## src/rtl/mr_chips_prog_loader.sv

```systemverilog
// Byte-stream program loader: builds big-endian words, writes imem from 0, gates CPU reset on a verified XOR checksum.
// Accepts one byte per cycle; write strobe/status are registered one cycle after the accepting edge.
module mr_chips_prog_loader #(
    parameter int ADDR_W = 8
) (
    input  logic              clk,
    input  logic              reset,
    input  logic              in_valid,
    input  logic [7:0]        in_data,
    output logic              in_ready,
    output logic              imem_we,
    output logic [ADDR_W-1:0] imem_addr,
    output logic [15:0]       imem_wdata,
    output logic              cpu_reset,
    output logic              load_done,
    output logic              load_error
);

    typedef enum logic [2:0] {
        S_CNT_HI,
        S_CNT_LO,
        S_DATA_HI,
        S_DATA_LO,
        S_CSUM,
        S_DONE,
        S_ERR
    } state_t;

    // 17 bits so that a 16-bit count can be compared against DEPTH without wrapping
    localparam logic [16:0] DEPTH = 17'd1 << ADDR_W;

    state_t      state;
    logic [15:0] cnt;
    logic [15:0] idx;
    logic [7:0]  hi_byte;
    logic [7:0]  csum;
    logic        xfer;
    logic [15:0] n_new;
    logic [15:0] idx_next;

    always_comb begin
        in_ready = 1'b0;
        case (state)
            S_CNT_HI, S_CNT_LO, S_DATA_HI, S_DATA_LO, S_CSUM: in_ready = 1'b1;
            default: in_ready = 1'b0;
        endcase
    end

    assign xfer     = in_valid && in_ready;
    assign n_new    = {cnt[15:8], in_data};
    assign idx_next = idx + 16'd1;

    always_ff @(posedge clk) begin
        if (reset) begin
            state      <= S_CNT_HI;
            cnt        <= '0;
            idx        <= '0;
            hi_byte    <= '0;
            csum       <= '0;
            imem_we    <= 1'b0;
            imem_addr  <= '0;
            imem_wdata <= '0;
            cpu_reset  <= 1'b1;
            load_done  <= 1'b0;
            load_error <= 1'b0;
        end else begin
            imem_we <= 1'b0;
            if (xfer) begin
                // The checksum byte itself is excluded from the running XOR
                if (state != S_CSUM)
                    csum <= csum ^ in_data;
                case (state)
                    S_CNT_HI: begin
                        cnt[15:8] <= in_data;
                        state     <= S_CNT_LO;
                    end
                    S_CNT_LO: begin
                        cnt[7:0] <= in_data;
                        idx      <= '0;
                        if ({1'b0, n_new} > DEPTH) begin
                            state      <= S_ERR;
                            load_error <= 1'b1;
                        end else if (n_new == 16'd0) begin
                            state <= S_CSUM;
                        end else begin
                            state <= S_DATA_HI;
                        end
                    end
                    S_DATA_HI: begin
                        hi_byte <= in_data;
                        state   <= S_DATA_LO;
                    end
                    S_DATA_LO: begin
                        imem_we    <= 1'b1;
                        imem_addr  <= idx[ADDR_W-1:0];
                        imem_wdata <= {hi_byte, in_data};
                        idx        <= idx_next;
                        state      <= (idx_next == cnt) ? S_CSUM : S_DATA_HI;
                    end
                    S_CSUM: begin
                        if (in_data == csum) begin
                            state     <= S_DONE;
                            cpu_reset <= 1'b0;
                            load_done <= 1'b1;
                        end else begin
                            state      <= S_ERR;
                            load_error <= 1'b1;
                        end
                    end
                    default: ;
                endcase
            end
        end
    end

endmodule
```

## config.mk

```make
export PLATFORM = sky130hd
export DESIGN_NAME = mr_chips_prog_loader
export DESIGN_NICKNAME = d
export VERILOG_FILES = /design/src/rtl/mr_chips_prog_loader.sv
export SDC_FILE = /design/constraint.sdc
export NUM_CORES = 1
export LEC_CHECK = 0
export CORE_MARGIN = 4
export CORE_UTILIZATION = 30
export CTS_CLUSTER_DIAMETER = 120
export CTS_CLUSTER_SIZE = 8
export DETAILED_ROUTE_END_ITERATION = 6
export GPL_TIMING_DRIVEN = 0
export PLACE_DENSITY = 0.47
export REMOVE_ABC_BUFFERS = 1
export SETUP_SLACK_MARGIN = 0.3
export SLEW_MARGIN = 5
export SYNTH_ARGS = -nofsm -noshare
export SYNTH_HDL_FRONTEND = slang
export SYNTH_SLANG_ARGS = --single-unit
```

## constraint.sdc

```tcl
create_clock -name clk -period 2.52 [get_ports clk]
set_input_delay 0.378 -clock clk [delete_from_list [all_inputs] [get_ports clk]]
set_output_delay 0.378 -clock clk [all_outputs]
set_load 0.01 [all_outputs]
```

==> impl_metrics.env, run 1 <==
export IMPL_run_status="finished, final reports clean"
export IMPL_grt_busiest_layer="met2"
export IMPL_placed_cells=641
export IMPL_fillers=1280
export IMPL_ys_ff_latch=79
export IMPL_clockRootBuffer="clkbuf_16"
export IMPL_synthCells=476
export IMPL_postRouteWirelength_um=9900
export IMPL_vias=3286
export IMPL_drtAntennaViolNets=0
export IMPL_area_delta_synth_final_pct=24.0
export IMPL_globalRouteMet1Util=0.192
export IMPL_cp_slowest_cell="or4_4"
export IMPL_grt_use_met3=0.0358
export IMPL_grt_setup_unrepaired="no"
export IMPL_min_path_type="flip-flop to flip-flop"
export IMPL_path_cells="nand3_4 > or4_4 > a221oi_2 > nand4_1 > or3_4 > o22ai_2"
export IMPL_io_buffers=39
export IMPL_numCtsBuffers=9
export IMPL_crit_family="simple AND/OR/NAND/NOR gates"
export IMPL_yosysWarnings=0
export IMPL_tns_ps=0
export IMPL_gr_usage_met2=0.222
export IMPL_synth_top_area_cell="dfxtp_1"
export IMPL_p_leak_nw=1.58
export IMPL_multi_input_area_um2=2090
export IMPL_instances_no_fill=664
export IMPL_routed_via_density=4.95
export IMPL_track_usage=0.143
export IMPL_maxCapViolCount=0
export IMPL_clock_fmax_mhz=478
export IMPL_clock_skew_ps=6.79
export IMPL_critical_path_endpoint_type="flip-flop"
export IMPL_final_common_cell="nand2_1"
export IMPL_drive_gt1_frac=0.113
export IMPL_first_iter_violations=133
export IMPL_diodes=0
export IMPL_initial_core_util=0.310
export IMPL_first_pass_iters=4
export IMPL_dpl_worst_slack_ps=-1800
export IMPL_grt_pass1_vias=3104
export IMPL_max_stage_delay_ps=540
export IMPL_fin_crit_ps=2090
export IMPL_antenna_found_initial=0
export IMPL_critPathBufInv=0
export IMPL_grt_max_degree=36
export IMPL_cts_buffer_depth=2
export IMPL_async_flop_share=0
export IMPL_yosysUniqueCellTypes=47
export IMPL_overflow=0
export IMPL_final_cell_mix="nand2_1 (104), dfxtp_1 (68), a21oi_1 (52)"
export IMPL_cts_sinks=79
export IMPL_synth_edff_count=0
export IMPL_clk_latency_ps=330
export IMPL_nNetsFinal=503
export IMPL_peakVddDrop_mv=0.261
export IMPL_critical_path_class="flip-flop to flip-flop"
export IMPL_hold_viol_final=0
export IMPL_synth_avg_cell_area_um2=7.89
export IMPL_maxSlewHeadroom=0.488
export IMPL_cp_required_ps=2780
export IMPL_seq_area_um2=1610
export IMPL_coreArea_um2=12100
export IMPL_drc=0
export IMPL_p_per_area_nw_per_um2=614
export IMPL_fin_crit_sh=0.830
export IMPL_crit_arrival_ps=2350
export IMPL_yosysTopAreaCellShare=0.421
export IMPL_synth_area_top_cells="dfxtp_1 (42%), nand2_1 (10%), a21oi_1 (7.1%), xnor2_1 (4.7%), xor2_1 (3.7%)"
export IMPL_slew_violations=0
export IMPL_io_pins=40
export IMPL_gp_congestion=0.815
export IMPL_dp_hpwl_um=6390
export IMPL_die_w_um=120
export IMPL_start_kind="flip-flop"
export IMPL_final_util=0.385
export IMPL_syn_area_um2=3750
export IMPL_synth_seq_area_share=0.421
export IMPL_routedWlPerCell_um=14.9
export IMPL_clkTransAtPathRegs_ps=60
export IMPL_synth_ff_type="dfxtp_1"
export IMPL_timing_final_ws_setup_ps=428
export IMPL_finalSetupViolCount=0
export IMPL_core_rowCount=40
export IMPL_worst_path_max_fanout=9
export IMPL_cts_tree="yes"
export IMPL_max_slew_worst_pin_slew_ps=768
export IMPL_cts_htree_levels=3
export IMPL_grt_pass1_wl_um=16400
export IMPL_fp_dieArea_um2=14400
export IMPL_die_h_um=120
==> what timing repair did <==
action | CTS | global route
cloned | 1 | 0
setup buffers | 5 | 1
gates resized for setup | 29 | 12
setup endpoints to repair | 52 | 11
hold buffers | 0 | 0
pin swaps | 3 | 5
==> registers in the layout, indices dropped and copies added (netlist names) <==
register and flops:
state 3, cnt 16, hi_byte 8, load_done 1, load_error 1, imem_addr 8, idx 16, csum 8
cpu_reset 1, imem_we 1, imem_wdata 16
==> metal layers <==
| metal | routed length, um | up-vias |
|---|---|---|
| li1 | - | 1659 |
| met1 | 4730 | 1546 |
| met2 | 4580 | 66 |
| met3 | 422 | 15 |
| met4 | 164 | 0 |
| met5 | 0 | - |
==> synth_stat cells (all sizes together) (3+ instances only) <==
cell,count
nor2b,9
and3,4
xnor2,20
mux2i,8
o211ai,3
buf,9
nor3,4
nand3,7
o22ai,3
nor4,6
a31oi,6
dfxtp,79
nand4,8
inv,3
nor3b,5
a21o,5
o21ai,21
or4,3
nand2,105
a21oi,53
clkbuf,34
xor2,16
o31ai,6
nand2b,5
nor2,33
==> logic make-up (layout without fill, tap and decap cells) <==
group                      after synthesis  in the layout  share of synthesized area
AOI/OAI and AO/OA                      109            109                      0.172
xor gates and xnor gates                36             36                     0.0840
adders and majority gates                1              1                    0.00333
buffers and inverters                   46             65                     0.0500
DFF                                     79             79                      0.421
muxes                                    8              8                     0.0213
and+or+nand+nor                        197            198                      0.248
==> where the power goes <==
part | internal, mW | switching [mW]
Combinational | 0.126 | 0.164
Clock | 0.702 | 0.536
Sequential | 1.28 | 0.0493
Total | 2.11 | 0.749
==> worst min-delay path: cells and delay by family, from the launching register on <==
kind                   cells  cell delay, ps
AOI/OAI and AO/OA          1              50
buffers and inverters      1              50
DFF                        1             310
==> per-stage QoR <==
step,instance area [um2],power (mW),hold slack (ps)
after global placement,4180,1.63,442
after detailed placement,4190,1.64,446
after CTS,4610,2.91,455
after global routing,4660,3.00,473
final,4660,2.86,452
after floorplan,3580,1.52,425
==> final cells by class <==
cell class              instances  area share
clock inverters                 5     0.00860
repair buffers                 46      0.0967
well taps                     168      0.0451
clock buffers                  11      0.0521
flip-flops and latches         79       0.346
multi-input cells             352       0.448
inverters                       3     0.00296
==> path summary, 6_finish.rpt <==
kind,startpoint,endpoint,slack [ps],cells past startpoint
min,load_done,load_done,450,2
min reg2reg,load_done,load_done,450,2
max reg2reg,idx[5],state[2],430,6
max,idx[5],state[2],430,6
Note: power is estimated with default switching activity, not from simulation.
==> run 2, diff against run 1 <==
PLACE_DENSITY = 0.48   (was 0.47)
clock period = 1.9 ns   (was 2.52 ns; I/O delays follow)
==> impl_metrics.env, run 2 (same netlist as run 1, synthesis figures left out) <==
export IMPL_fin_crit_sh=1.07
export IMPL_hold_viol_final=0
export IMPL_dpl_worst_slack_ps=-2420
export IMPL_max_stage_delay_ps=470
export IMPL_seq_area_um2=1630
export IMPL_finalSetupViolCount=2
export IMPL_clkTransAtPathRegs_ps=60
export IMPL_core_rowCount=40
export IMPL_routedWlPerCell_um=15.2
export IMPL_cts_buffer_depth=2
export IMPL_worst_path_max_fanout=4
export IMPL_slew_violations=0
export IMPL_dp_hpwl_um=6440
export IMPL_fillers=1259
export IMPL_ctsHoldBuffers=0
export IMPL_r2r_end="state[2]"
export IMPL_cp_slowest_cell="or4_4"
export IMPL_power_mw=4.01
export IMPL_die_w_um=120
export IMPL_placed_cell_area_um2=4190
export IMPL_cts_sinks=79
export IMPL_crit_arrival_ps=2310
export IMPL_track_usage=0.149
export IMPL_drtAntennaViolNets=0
export IMPL_critPathBufInv=0
export IMPL_gp_congestion=0.793
export IMPL_grt_pass1_wl_um=17100
export IMPL_clock_skew_ps=8.52
export IMPL_maxCapViolCount=0
export IMPL_grt_pass1_vias=3257
export IMPL_diodes=0
export IMPL_path_cells="ha_4 > nand2_4 > or4_4 > a221oi_2 > nand4_1 > or3_4 > o22ai_2"
export IMPL_initial_core_util=0.310
export IMPL_final_common_cell="nand2_1"
export IMPL_antenna_found_initial=0
export IMPL_run_status="finished with violations"
export IMPL_overflow=0
export IMPL_grt_setup_unrepaired="yes"
export IMPL_min_path_type="primary input to flip-flop"
export IMPL_reg2reg_setup_slack_ps=-140
export IMPL_first_iter_violations=180
export IMPL_drc=0
export IMPL_cts_htree_levels=3
export IMPL_tns_ps=-211
export IMPL_r2r_cells=7
export IMPL_final_cell_mix="nand2_1 (104), dfxtp_1 (63), a21oi_1 (52)"
export IMPL_cp_required_ps=2170
export IMPL_clock_fmax_mhz=490
export IMPL_nNetsFinal=523
export IMPL_grt_max_degree=44
export IMPL_top_regs="cnt x16, idx x16, imem_wdata x16"
export IMPL_io_buffers=39
export IMPL_first_pass_iters=4
export IMPL_max_slew_worst_pin_slew_ps=460
export IMPL_vias=3397
export IMPL_cts_tree="yes"
export IMPL_area_delta_synth_final_pct=32.1
export IMPL_r2r_start="idx[1]"
export IMPL_coreArea_um2=12100
export IMPL_critical_path_endpoint_type="flip-flop"
export IMPL_drive_gt1_frac=0.175
export IMPL_crit_family="simple AND/OR/NAND/NOR gates"
export IMPL_multi_input_area_um2=2170
export IMPL_io_pins=40
export IMPL_timing_final_ws_setup_ps=-141
export IMPL_routed_via_density=4.98
export IMPL_maxSlewHeadroom=0.693
export IMPL_fp_dieArea_um2=14400
export IMPL_postRouteWirelength_um=10400
export IMPL_die_h_um=120
export IMPL_start_kind="flip-flop"
export IMPL_critical_path_class="flip-flop to flip-flop"
export IMPL_peakVddDrop_mv=0.521
export IMPL_fin_crit_ps=2040
export IMPL_hold_start="reset"
export IMPL_clk_latency_ps=340
export IMPL_violations="setup timing"
export IMPL_p_per_area_nw_per_um2=808
export IMPL_stdcell_area_um2=4960
export IMPL_whs_path_depth=2
export IMPL_clockRootBuffer="clkbuf_16"
export IMPL_p_leak_nw=1.76
export IMPL_min_to="csum[0]"
export IMPL_numCtsBuffers=9
==> run 2: worst max-delay path by stage <==
stage	start	to	slack (ps)	cells past startpoint
finish	idx[1]	state[2]	-140	7
global route	idx[1]	state[2]	-230	7
CTS	idx[1]	state[2]	-150	7
detailed placement	in_valid	idx[13]	-2420	7
global placement	in_valid	idx[15]	-2390	7
floorplan	state[2]	idx[13]	-620	6
==> run 2: metal layers <==
| metal | share of wire | track usage | vias to the layer above |
|---|---|---|---|
| met5 | 0 | 0 | - |
| met3 | 0.045 | 0.0363 | 14 |
| met1 | 0.47 | 0.196 | 1609 |
| li1 | - | - | 1695 |
| met4 | 0.018 | 0.0530 | 0 |
| met2 | 0.47 | 0.237 | 79 |
==> run 2: what timing repair did <==
action,in CTS,in global routing
pin swaps,16,8
gates cloned,1,0
gates resized for setup,73,7
endpoints found under the setup margin,80,31
buffers inserted,24,2
==> run 2: final cells by class <==
class	instances	share of cell area
multi-input cells	352	0.439
flip-flops and latches	79	0.329
repair buffers	66	0.124
clock buffers	9	0.0454
well taps	168	0.0424
clock inverters	5	0.0172
inverters	3	0.00379
==> run 2: metrics by stage <==
| stage | instances | utilization | hold WS, ps |
|---|---|---|---|
| 2_1_floorplan | 433 | - | 354 |
| 3_3_place_gp | 640 | 0.345 | 439 |
| 3_5_place_dp | 641 | 0.346 | 446 |
| 4_1_cts | 680 | 0.405 | 376 |
| 5_1_grt | 682 | 0.409 | 401 |
| 6_report | 682 | 0.409 | 374 |
==> run 2: power by group <==
| part | leakage [nW] | switching (mW) | internal (mW) |
|---|---|---|---|
| combinational | 0.961 | 0.231 | 0.191 |
| sequential | 0.651 | 0.0686 | 1.70 |
| clock | 0.148 | 0.679 | 1.14 |
| total | 1.76 | 0.978 | 3.03 |
